[src/rtl/fetch_unit_if.sv]
// IF-stage bundle: decode-side controls, instruction-memory port and IF->ID outputs.
// FETCH_MISALIGN_TRAP_EN adds IF_misaligned_o.
interface fetch_unit_if;
    logic        stall_i;
    logic        flush_i;
    logic        branch_en_i;
    logic [31:0] branch_addr_i;
    logic        imem_req_o;
    logic [31:0] imem_addr_o;
    logic        imem_gnt_i;
    logic        imem_rvalid_i;
    logic [31:0] imem_rdata_i;
    logic [31:0] IF_Instruction_o;
    logic [31:0] IF_PC_o;
    logic        IF_valid_o;
`ifdef FETCH_MISALIGN_TRAP_EN
    logic        IF_misaligned_o;
`endif

    modport master (
        input  stall_i, flush_i, branch_en_i, branch_addr_i,
        input  imem_gnt_i, imem_rvalid_i, imem_rdata_i,
        output imem_req_o, imem_addr_o,
        output IF_Instruction_o, IF_PC_o, IF_valid_o
`ifdef FETCH_MISALIGN_TRAP_EN
        , output IF_misaligned_o
`endif
    );

    modport slave (
        output stall_i, flush_i, branch_en_i, branch_addr_i,
        output imem_gnt_i, imem_rvalid_i, imem_rdata_i,
        input  imem_req_o, imem_addr_o,
        input  IF_Instruction_o, IF_PC_o, IF_valid_o
`ifdef FETCH_MISALIGN_TRAP_EN
        , input IF_misaligned_o
`endif
    );
endinterface

[src/rtl/fetch_unit.sv]
// RV32I instruction fetch stage: PC, request/grant/response imem port, in-order queue, IF->ID register.
// Optional misaligned-redirect trap enabled by FETCH_MISALIGN_TRAP_EN.
module fetch_unit #(
    parameter logic [31:0] RESET_PC    = 32'h0000_0000,
    parameter int          QUEUE_DEPTH = 2
) (
    input  logic          clk_i,
    input  logic          rst_i,
    fetch_unit_if.master  fetch
);
    localparam int          CW      = $clog2(QUEUE_DEPTH) + 1;
    localparam int          PW      = $clog2(QUEUE_DEPTH);
    localparam logic [CW:0] DEPTH_W = (CW+1)'(QUEUE_DEPTH);
    localparam logic [31:0] NOP     = 32'h0000_0013;

    logic [31:0]   r_pc;
    logic [31:0]   r_respPc;
    logic [CW-1:0] r_outstanding;
    logic [CW-1:0] r_count;
    logic [CW-1:0] r_discard;
    logic [PW-1:0] r_wrPtr;
    logic [PW-1:0] r_rdPtr;
    logic [31:0]   r_qInstr [QUEUE_DEPTH];
    logic [31:0]   r_qPc    [QUEUE_DEPTH];
    logic [31:0]   r_ifInstr;
    logic [31:0]   r_ifPc;
    logic          r_ifValid;

    logic [CW:0]   w_inFlight;
    logic          w_req;
    logic          w_grant;
    logic          w_rspAccept;
    logic [CW-1:0] w_outNext;
    logic          w_deliver;
    logic          w_pop;
    logic          w_bypass;
    logic          w_push;
    logic          w_trapBlock;
    logic [31:0]   w_branchTarget;

`ifdef FETCH_MISALIGN_TRAP_EN
    logic r_trap;
    logic w_misBranch;

    assign w_misBranch = fetch.branch_en_i & (fetch.branch_addr_i[1:0] != 2'b00);
    assign w_trapBlock = r_trap;
    assign fetch.IF_misaligned_o = r_trap;

    // Sticky until the next redirect; in-flight responses are already counted as discards.
    always_ff @(posedge clk_i or negedge rst_i) begin
        if (!rst_i) begin
            r_trap <= 1'b0;
        end else if (fetch.branch_en_i) begin
            r_trap <= w_misBranch;
        end
    end
`else
    assign w_trapBlock = 1'b0;
`endif

    assign w_branchTarget = fetch.branch_addr_i & ~32'h3;
    assign w_inFlight     = {1'b0, r_outstanding} + {1'b0, r_count};
    assign w_req          = rst_i & ~fetch.branch_en_i & ~w_trapBlock & (w_inFlight < DEPTH_W);
    assign w_grant        = w_req & fetch.imem_gnt_i;
    assign w_rspAccept    = fetch.imem_rvalid_i & (r_discard == '0) & ~fetch.branch_en_i;
    assign w_outNext      = r_outstanding + CW'(w_grant) - CW'(fetch.imem_rvalid_i);

    // A response arriving on an empty queue goes straight to the output (also squashed by flush).
    assign w_deliver = ~fetch.stall_i & ~fetch.branch_en_i & ~w_trapBlock;
    assign w_pop     = w_deliver & (r_count != '0);
    assign w_bypass  = w_deliver & (r_count == '0) & w_rspAccept;
    assign w_push    = w_rspAccept & ~w_bypass;

    assign fetch.imem_req_o       = w_req;
    assign fetch.imem_addr_o      = r_pc;
    assign fetch.IF_Instruction_o = r_ifInstr;
    assign fetch.IF_PC_o          = r_ifPc;
    assign fetch.IF_valid_o       = r_ifValid;

    always_ff @(posedge clk_i or negedge rst_i) begin
        if (!rst_i) begin
            r_pc          <= RESET_PC;
            r_respPc      <= RESET_PC;
            r_outstanding <= '0;
            r_count       <= '0;
            r_discard     <= '0;
            r_wrPtr       <= '0;
            r_rdPtr       <= '0;
        end else begin
            r_outstanding <= w_outNext;
            if (fetch.branch_en_i) begin
                r_pc      <= w_branchTarget;
                r_respPc  <= w_branchTarget;
                r_count   <= '0;
                r_wrPtr   <= '0;
                r_rdPtr   <= '0;
                r_discard <= w_outNext;
            end else begin
                if (w_grant) begin
                    r_pc <= r_pc + 32'd4;
                end
                if (w_rspAccept) begin
                    r_respPc <= r_respPc + 32'd4;
                end
                if (fetch.imem_rvalid_i && (r_discard != '0)) begin
                    r_discard <= r_discard - CW'(1);
                end
                if (w_push) begin
                    r_wrPtr <= r_wrPtr + PW'(1);
                end
                if (w_pop) begin
                    r_rdPtr <= r_rdPtr + PW'(1);
                end
                r_count <= r_count + CW'(w_push) - CW'(w_pop);
            end
        end
    end

    always_ff @(posedge clk_i) begin
        if (w_push) begin
            r_qInstr[r_wrPtr] <= fetch.imem_rdata_i;
            r_qPc[r_wrPtr]    <= r_respPc;
        end
    end

    always_ff @(posedge clk_i or negedge rst_i) begin
        if (!rst_i) begin
            r_ifInstr <= NOP;
            r_ifPc    <= 32'h0;
            r_ifValid <= 1'b0;
        end else if (fetch.branch_en_i) begin
            r_ifInstr <= NOP;
            r_ifValid <= 1'b0;
`ifdef FETCH_MISALIGN_TRAP_EN
            if (w_misBranch) begin
                r_ifPc <= fetch.branch_addr_i;
            end
`endif
        end else if (w_deliver) begin
            if (fetch.flush_i) begin
                r_ifInstr <= NOP;
                r_ifValid <= 1'b0;
            end else if (r_count != '0) begin
                r_ifInstr <= r_qInstr[r_rdPtr];
                r_ifPc    <= r_qPc[r_rdPtr];
                r_ifValid <= 1'b1;
            end else if (w_rspAccept) begin
                r_ifInstr <= fetch.imem_rdata_i;
                r_ifPc    <= r_respPc;
                r_ifValid <= 1'b1;
            end else begin
                r_ifInstr <= NOP;
                r_ifValid <= 1'b0;
            end
        end
    end
endmodule

[src/flat_wrapper.sv]
// flat-port wrapper written by rule: the top's interface ports become plain ports
module fetch_unit_flat 
#(
    parameter logic [31:0] RESET_PC    = 32'h0000_0000,
    parameter int          QUEUE_DEPTH = 2
)
  (clk_i, rst_i, fetch_stall_i, fetch_flush_i, fetch_branch_en_i, fetch_branch_addr_i, fetch_imem_gnt_i, fetch_imem_rvalid_i, fetch_imem_rdata_i, fetch_imem_req_o, fetch_imem_addr_o, fetch_IF_Instruction_o, fetch_IF_PC_o, fetch_IF_valid_o);
  fetch_unit_if fetch_i ();
  input  logic clk_i;
  input  logic rst_i;
  input wire logic [$bits(fetch_i.stall_i)-1:0] fetch_stall_i;
  input wire logic [$bits(fetch_i.flush_i)-1:0] fetch_flush_i;
  input wire logic [$bits(fetch_i.branch_en_i)-1:0] fetch_branch_en_i;
  input wire logic [$bits(fetch_i.branch_addr_i)-1:0] fetch_branch_addr_i;
  input wire logic [$bits(fetch_i.imem_gnt_i)-1:0] fetch_imem_gnt_i;
  input wire logic [$bits(fetch_i.imem_rvalid_i)-1:0] fetch_imem_rvalid_i;
  input wire logic [$bits(fetch_i.imem_rdata_i)-1:0] fetch_imem_rdata_i;
  output wire logic [$bits(fetch_i.imem_req_o)-1:0] fetch_imem_req_o;
  output wire logic [$bits(fetch_i.imem_addr_o)-1:0] fetch_imem_addr_o;
  output wire logic [$bits(fetch_i.IF_Instruction_o)-1:0] fetch_IF_Instruction_o;
  output wire logic [$bits(fetch_i.IF_PC_o)-1:0] fetch_IF_PC_o;
  output wire logic [$bits(fetch_i.IF_valid_o)-1:0] fetch_IF_valid_o;
  assign fetch_i.stall_i = fetch_stall_i;
  assign fetch_i.flush_i = fetch_flush_i;
  assign fetch_i.branch_en_i = fetch_branch_en_i;
  assign fetch_i.branch_addr_i = fetch_branch_addr_i;
  assign fetch_i.imem_gnt_i = fetch_imem_gnt_i;
  assign fetch_i.imem_rvalid_i = fetch_imem_rvalid_i;
  assign fetch_i.imem_rdata_i = fetch_imem_rdata_i;
  assign fetch_imem_req_o = fetch_i.imem_req_o;
  assign fetch_imem_addr_o = fetch_i.imem_addr_o;
  assign fetch_IF_Instruction_o = fetch_i.IF_Instruction_o;
  assign fetch_IF_PC_o = fetch_i.IF_PC_o;
  assign fetch_IF_valid_o = fetch_i.IF_valid_o;
  fetch_unit #(.RESET_PC(RESET_PC), .QUEUE_DEPTH(QUEUE_DEPTH)) u_core (.clk_i(clk_i), .rst_i(rst_i), .fetch(fetch_i));
endmodule
[config.mk]
export PLATFORM = sky130hd
export DESIGN_NAME = fetch_unit_flat
export DESIGN_NICKNAME = d
export VERILOG_FILES = /design/src/rtl/fetch_unit_if.sv /design/src/rtl/fetch_unit.sv /design/src/flat_wrapper.sv
export SDC_FILE = /design/constraint.sdc
export NUM_CORES = 1
export LEC_CHECK = 0
export ABC_AREA = 1
export CAP_MARGIN = 10
export CELL_PAD_IN_SITES_DETAIL_PLACEMENT = 1
export CELL_PAD_IN_SITES_GLOBAL_PLACEMENT = 1
export CORE_UTILIZATION = 35
export CTS_BUF_LIST = sky130_fd_sc_hd__clkbuf_4 sky130_fd_sc_hd__clkbuf_8
export DETAILED_ROUTE_END_ITERATION = 10
export PLACE_DENSITY = 0.76
export SETUP_SLACK_MARGIN = 0.1
export SLEW_MARGIN = 5
export SYNTH_ARGS = -nofsm -noshare
export SYNTH_HDL_FRONTEND = slang
export SYNTH_SLANG_ARGS = --single-unit
[constraint.sdc]
create_clock -name clk_i -period 4.3 [get_ports clk_i]
set_input_delay 0.86 -clock clk_i [delete_from_list [all_inputs] [get_ports clk_i]]
set_output_delay 0.86 -clock clk_i [all_outputs]
set_load 0.005 [all_outputs]
* Yosys cells after proc, flatten, opt, wreduce, memory -nomap -nowiden *
Memory sizes are Yosys's and may differ from the RTL's.
Cells that the tools add are included.

word-level totals
  register bits = 137
  latch bits = 0
  bits in writable memories = 128
  ROM bits = 0
  output and inout port bits = 98
  word-level logic and storage cells = 75
  memories kept = 2

memory list
  name             depth  bits a word  rd ports  clocked after Yosys merged registers in  wr ports  line              RTL
  u_core.r_qInstr  2      32           1         0                                        1         fetch_unit.sv:23  logic [31:0] r_qInstr [QUEUE_DEPTH];
  u_core.r_qPc     2      32           1         0                                        1         fetch_unit.sv:24  logic [31:0] r_qPc [QUEUE_DEPTH];

cells by class
  $add $sub $neg = 10
  $mul = 0
  div/mod/pow operators = 0
  $lt $le $gt $ge = 1
  equal/unequal tests = 0
  shift-type cells = 0
  multiplexer cells = 25
  bitwise logic cells = 14
  reductions and logical operators = 13

operators by type and width
  operator                                                                      count
  32-bit 2-to-1 mux                                                             11
  32-bit by 3-bit adder with 32-bit output, second input constant               2
  2-bit nonzero test                                                            9
  1-bit 2-to-1 mux                                                              11
  1-bit AND                                                                     10
  2-bit 2-to-1 mux                                                              3
  2-bit by 1-bit adder with 2-bit output                                        2
  2-bit logical NOT                                                             2
  1-bit NOT                                                                     4
  4-bit AND reduction                                                           1
  2-bit by 1-bit subtractor with 2-bit output                                   2
  2-bit by 2-bit adder with 3-bit output                                        1
  3-bit by 2-bit less-than comparator with 1-bit output, second input constant  1
  1-bit adder, second input constant                                            2
  2-bit by 1-bit subtractor with 2-bit output, second input constant            1
  1-bit logical AND                                                             1

* Depth between registers and ports, before layout *
  depth after elaboration = 9
  gate-level depth with buffers = 11
  gate-level depth less buffers = 11

* Worst setup path before layout *
No wires, ideal clock.

  path kind = input -> register
  start = input fetch_branch_en_i
  end = memory u_core.r_qInstr[1][0], enable pin
  setup time = 484 ps
  arrival time = 3923 ps
  data required time = 3816 ps
  setup slack = -107 ps
  stages on the path = 4
  buffers on the path = 1
  cell sequence = buf_6 > nor2_4 > o21ai_1 > nor2_1

on the way
  longest elaborated chain between the ends = 8
  elaborated cells between the ends (all ways) = 9

ends and longest elaborated chain
  what                                        line                RTL
  start: declaration                          flat_wrapper.sv:13  input wire logic [$bits(fetch_i.branch_en_i)-1:0] fetch_branch_en_i;
  1-bit NOT (no line) (*)                     n/a
  1-bit AND                                   fetch_unit.sv:69    assign w_deliver = ~fetch.stall_i & ~fetch.branch_en_i & ~w_trapBlock;
  1-bit AND (2 in a row)                      fetch_unit.sv:71    assign w_bypass = w_deliver & (r_count == '0) & w_rspAccept;
  1-bit NOT                                   fetch_unit.sv:72    assign w_push = w_rspAccept & ~w_bypass;
  1-bit AND (*)                               fetch_unit.sv:72
  1-bit 2-to-1 mux (*)                        fetch_unit.sv:120   if (w_push) begin
  1-bit 2-to-1 mux (not written as such) (*)  fetch_unit.sv:121   r_qInstr[r_wrPtr] <= fetch.imem_rdata_i;
  end: declaration                            fetch_unit.sv:23

Mark *: on every way between the ends. The rest lies on a longest branch, timed or not.

* Worst setup path after layout *
  start = register u_core.r_count[0]
  end = output fetch_imem_req_o

on the way
  longest elaborated chain between the ends = 3

ends and longest elaborated chain
  what                                                   line                RTL
  start: declaration                                     fetch_unit.sv:19    logic [CW-1:0] r_count;
  start signal: assignment                               fetch_unit.sv:114   r_count <= r_count + CW'(w_push) - CW'(w_pop);
  2-bit by 2-bit adder with 3-bit output                 fetch_unit.sv:62    assign w_inFlight = {1'b0, r_outstanding} + {1'b0, r_count};
  3-bit by 2-bit less-than comparator with 1-bit output  fetch_unit.sv:63    assign w_req = rst_i & ~fetch.branch_en_i & ~w_trapBlock & (w_inFlight < DEPTH_W);
  1-bit AND                                              fetch_unit.sv:63
  end: declaration                                       flat_wrapper.sv:18  output wire logic [$bits(fetch_i.imem_req_o)-1:0] fetch_imem_req_o;

Every way passes these cells.

==> summary.txt <==
Floorplanning
  – Core ar.: 0.0338 mm²
  – Die Ht: roughly 190 µm
  – Die Width: approximately 190 µm
  – Rows: between 60 and 70
  – I/O pin cnt: between 150 and 200
  – Starting Density: 35.8%
  – Die area: 0.0353 mm²

Logic synthesis
  – Yosys warning count: 0
  – Area contributors post-synth: edfxtp_1 (31%), dfrtp_1 (26%), nand2_1 (9.5%)
  – FF+latch count, synth: 255
  – Post-synth top area share: 30.8%
  – Syn avg cell area: roughly 9.4 µm²
  – Top-count cell post-synth: nand2_1
  – Cell Area, Synth: 0.0121 mm²
  – Mapped Cells: 1,289
  – Distinct cell type count after synthesis: 42
  – Synth Flop Type: dfrtp_1
  – Leading area contributor after synthesis: edfxtp_1
  – Sequential element share of the synthesized area: 57.9%
  – Post-synth ARST share: between 50% and 60%
  – Post-synth EDFFs: about 120
  – Top cells by instance count after synthesis: nand2_1 (305), nor2_1 (159), dfrtp_1 (128)

Detailed routing
  – Total Routed Length: roughly 37,000 µm
  – # DRC: 0
  – Post-route ant nets: 0
  – Routed len/inst: 18.9 µm
  – Vias/cell: about 5.2
  – Initial DRC Count: roughly 570
  – Via count: 10,000
  – Drt first pass iters: 5

STA
  – Fin crit period: 3.22 ns
  – Slew HR: 35.0%
  – RSZ-0062 raised after global routing: no
  – Max Clk Rate: 311 MHz
  – Slew Viols, Final: 0
  – Final setup fails: 0
  – WHS: 0.168 ns
  – Worst-Margin Slew: 0.975 ns
  – Setup_tns: 0 ns
  – Worst Skew: between 0.02 and 0.025 ns
  – Final hold vios: 0
  – Final Cycle Share: 74.9%

Pwr
  – Sw frac: 31.6%
  – P per Cell Area: 490 mW/mm²
  – Sequential Power Share: 43.9%
  – Gate power share: 24.4%
  – VDD IR-drop max: approximately 0.19 mV
  – Clk pwr share: 31.8%
  – P_int: 5.08 mW
  – Sw power: 2.35 mW
  – Pleak: a little under 6 nW

Cells and area
  – Register area: 0.00701 mm²
  – Multi-input gate area: 0.00445 mm²
  – Fillers: 3,877
  – Layout area overhead: 25.2%
  – ANT cells: 0
  – Layout Utilization: 44.8%
  – Layout cells sized above 1: a little under an eighth
  – Total Nets Final: 1,537
  – Finished Layout Cells: between 1,500 and 2,000

Critical path
  – Reg2Reg Setup Slack: 1.78 ns
  – Critical path launch point type: register
  – CP required: 3.44 ns
  – CP Cell Sequence: nand2_1 -> inv_1 -> fa_1 -> nor2_1 -> nand3_1 -> inv_1 -> clkdlybuf4s50_1
  – CP max FO: 3
  – CP max stage cell: clkdlybuf4s50_1
  – Worst Setup End Kind: output port
  – Delay of the slowest cell on the worst path: 0.49 ns
  – Setup CP Type: reg -> out
  – Top cell by count, worst path: inv_1
  – CP arrival: 2.36 ns

Placement
  – DP Cell Count: 1,859
  – IO buf count: 162
  – Detailed Place HPWL: 24,200 µm
  – Final GP Congestion: 0.838

CTS
  – Postcts setup bufs: 0
  – # resized after CTS: 0
  – CTS Hold Bufs: 0
  – Root buffer cell: clkbuf_8
  – Reg clk slew, reported paths: 0.06 ns
  – Clock buffer depth: 3
  – CTS Sinks: approximately 260
  – H-tree levels: 2
  – Skew-Pair Late Insertion Delay: 0.57 ns
  – Cts bufs inserted: 45
  – CTS tree: done

Run status
  – Status: completed

Global route
  – Number of global-route vias before repair: 10,700
  – First-pass GRT wire length: 58,700 µm
  – Global route overflow: 0
  – Initial antenna violation count: 0
  – Pin count of the biggest net entering global routing: 70
  – Global-route usage over all layers: about a fifth

Job
  – Max-cap violations: 0

Worst hold path
  – Worst hold path class: in -> async
==> worst max-delay path, delay by kind of cell (launching register included) <==
kind          cells  cell delay [ns]
simple gates      3             0.34
flops             1             0.43
buf+inv           3             0.61
fa+ha+maj         1             0.42
==> per-layer routing <==
metal  vias up  GRT usage [%]  share of wire [%]
li1       4705              -                  -
met1      5011           28.9                 47
met2       272           34.5                 47
met3        49           3.29                5.0
met4         0           5.91                1.8
met5         -              0                  0
==> cell usage in the layout (no fill, tap or decap), drive strengths merged, types with 3 or more instances in the layout <==
cell           instances
nand2                306
nor2                 164
clkdlybuf4s50        160
dfrtp                128
edfxtp               124
nand3                 98
inv                   98
o21ai                 96
clkbuf                76
o211ai                48
a31oi                 37
or2                   35
o21a                  29
buf                   18
a21oi                 15
nand4                  9
xor2                   7
ha                     7
clkinv                 7
nor3                   6
o21bai                 4
conb                   4
xnor2                  3
nand3b                 3
dfstp                  3
==> sequential cells by signal (all words and copies together), names as in the netlist <==
signal,flops
u_core.fetch.IF_Instruction_o,32
u_core.fetch.IF_PC_o,30
u_core.fetch.IF_valid_o,1
u_core.fetch.imem_addr_o,30
u_core.r_count,2
u_core.r_discard,2
u_core.r_outstanding,2
u_core.r_qInstr,64
u_core.r_qPc,60
u_core.r_rdPtr,1
u_core.r_respPc,30
u_core.r_wrPtr,1
==> layout make-up <==
| class | instances | share of cell area (%) |
|---|---|---|
| flip-flops and latches | 255 | 46.3 |
| multi-input cells | 880 | 29.4 |
| repair buffers | 178 | 11.9 |
| clock buffers | 76 | 5.92 |
| well taps | 448 | 3.70 |
| inverters | 98 | 2.43 |
| clock inverters | 8 | 0.430 |
==> logic make-up after synthesis <==
| logic type | after synthesis | synth area share, % |
|---|---|---|
| AOI/OAI and AO/OA | 234 | 13.1 |
| xor gates and xnor gates | 10 | 0.724 |
| adders and majority gates | 8 | 0.889 |
| buffers and inverters | 157 | 5.56 |
| DFF | 255 | 57.9 |
| other | 1 | 0.0310 |
| and+or+nand+nor | 624 | 21.8 |
==> power groups by stage <==
stage,sequential [mW],combinational [mW],clock [mW]
2_1_floorplan,3.21,0.960,0
3_5_place_dp,3.30,1.83,0
3_3_place_gp,3.28,1.75,0
4_1_cts,3.26,1.84,2.42
6_report,3.26,1.81,2.36
5_1_grt,3.31,2.01,2.52
==> worst paths after layout <==
| kind | from | to | cells past startpoint |
|---|---|---|---|
| max | u_core.r_count[0] | fetch_imem_req_o | 7 |
| min | rst_i | u_core.fetch.IF_Instruction_o[13] | 1 |
| max reg2reg | u_core.r_count[0] | u_core.r_discard[1] | 10 |
| min reg2reg | u_core.fetch.IF_valid_o | u_core.fetch.IF_valid_o | 1 |
| max in group asynchronous | rst_i | u_core.r_respPc[19] | 2 |
| min in group clk_i | u_core.fetch.IF_valid_o | u_core.fetch.IF_valid_o | 1 |
==> per-stage QoR <==
stage	setup slack (ns)	total power [mW]	area, µm²
2_1_floorplan	0.923	4.17	12100
3_3_place_gp	1.09	5.03	14200
3_5_place_dp	1.01	5.12	14200
4_1_cts	1.03	7.51	15100
5_1_grt	0.929	7.84	15100
6_report	1.08	7.43	15100
(Power assumes the default switching activity.)
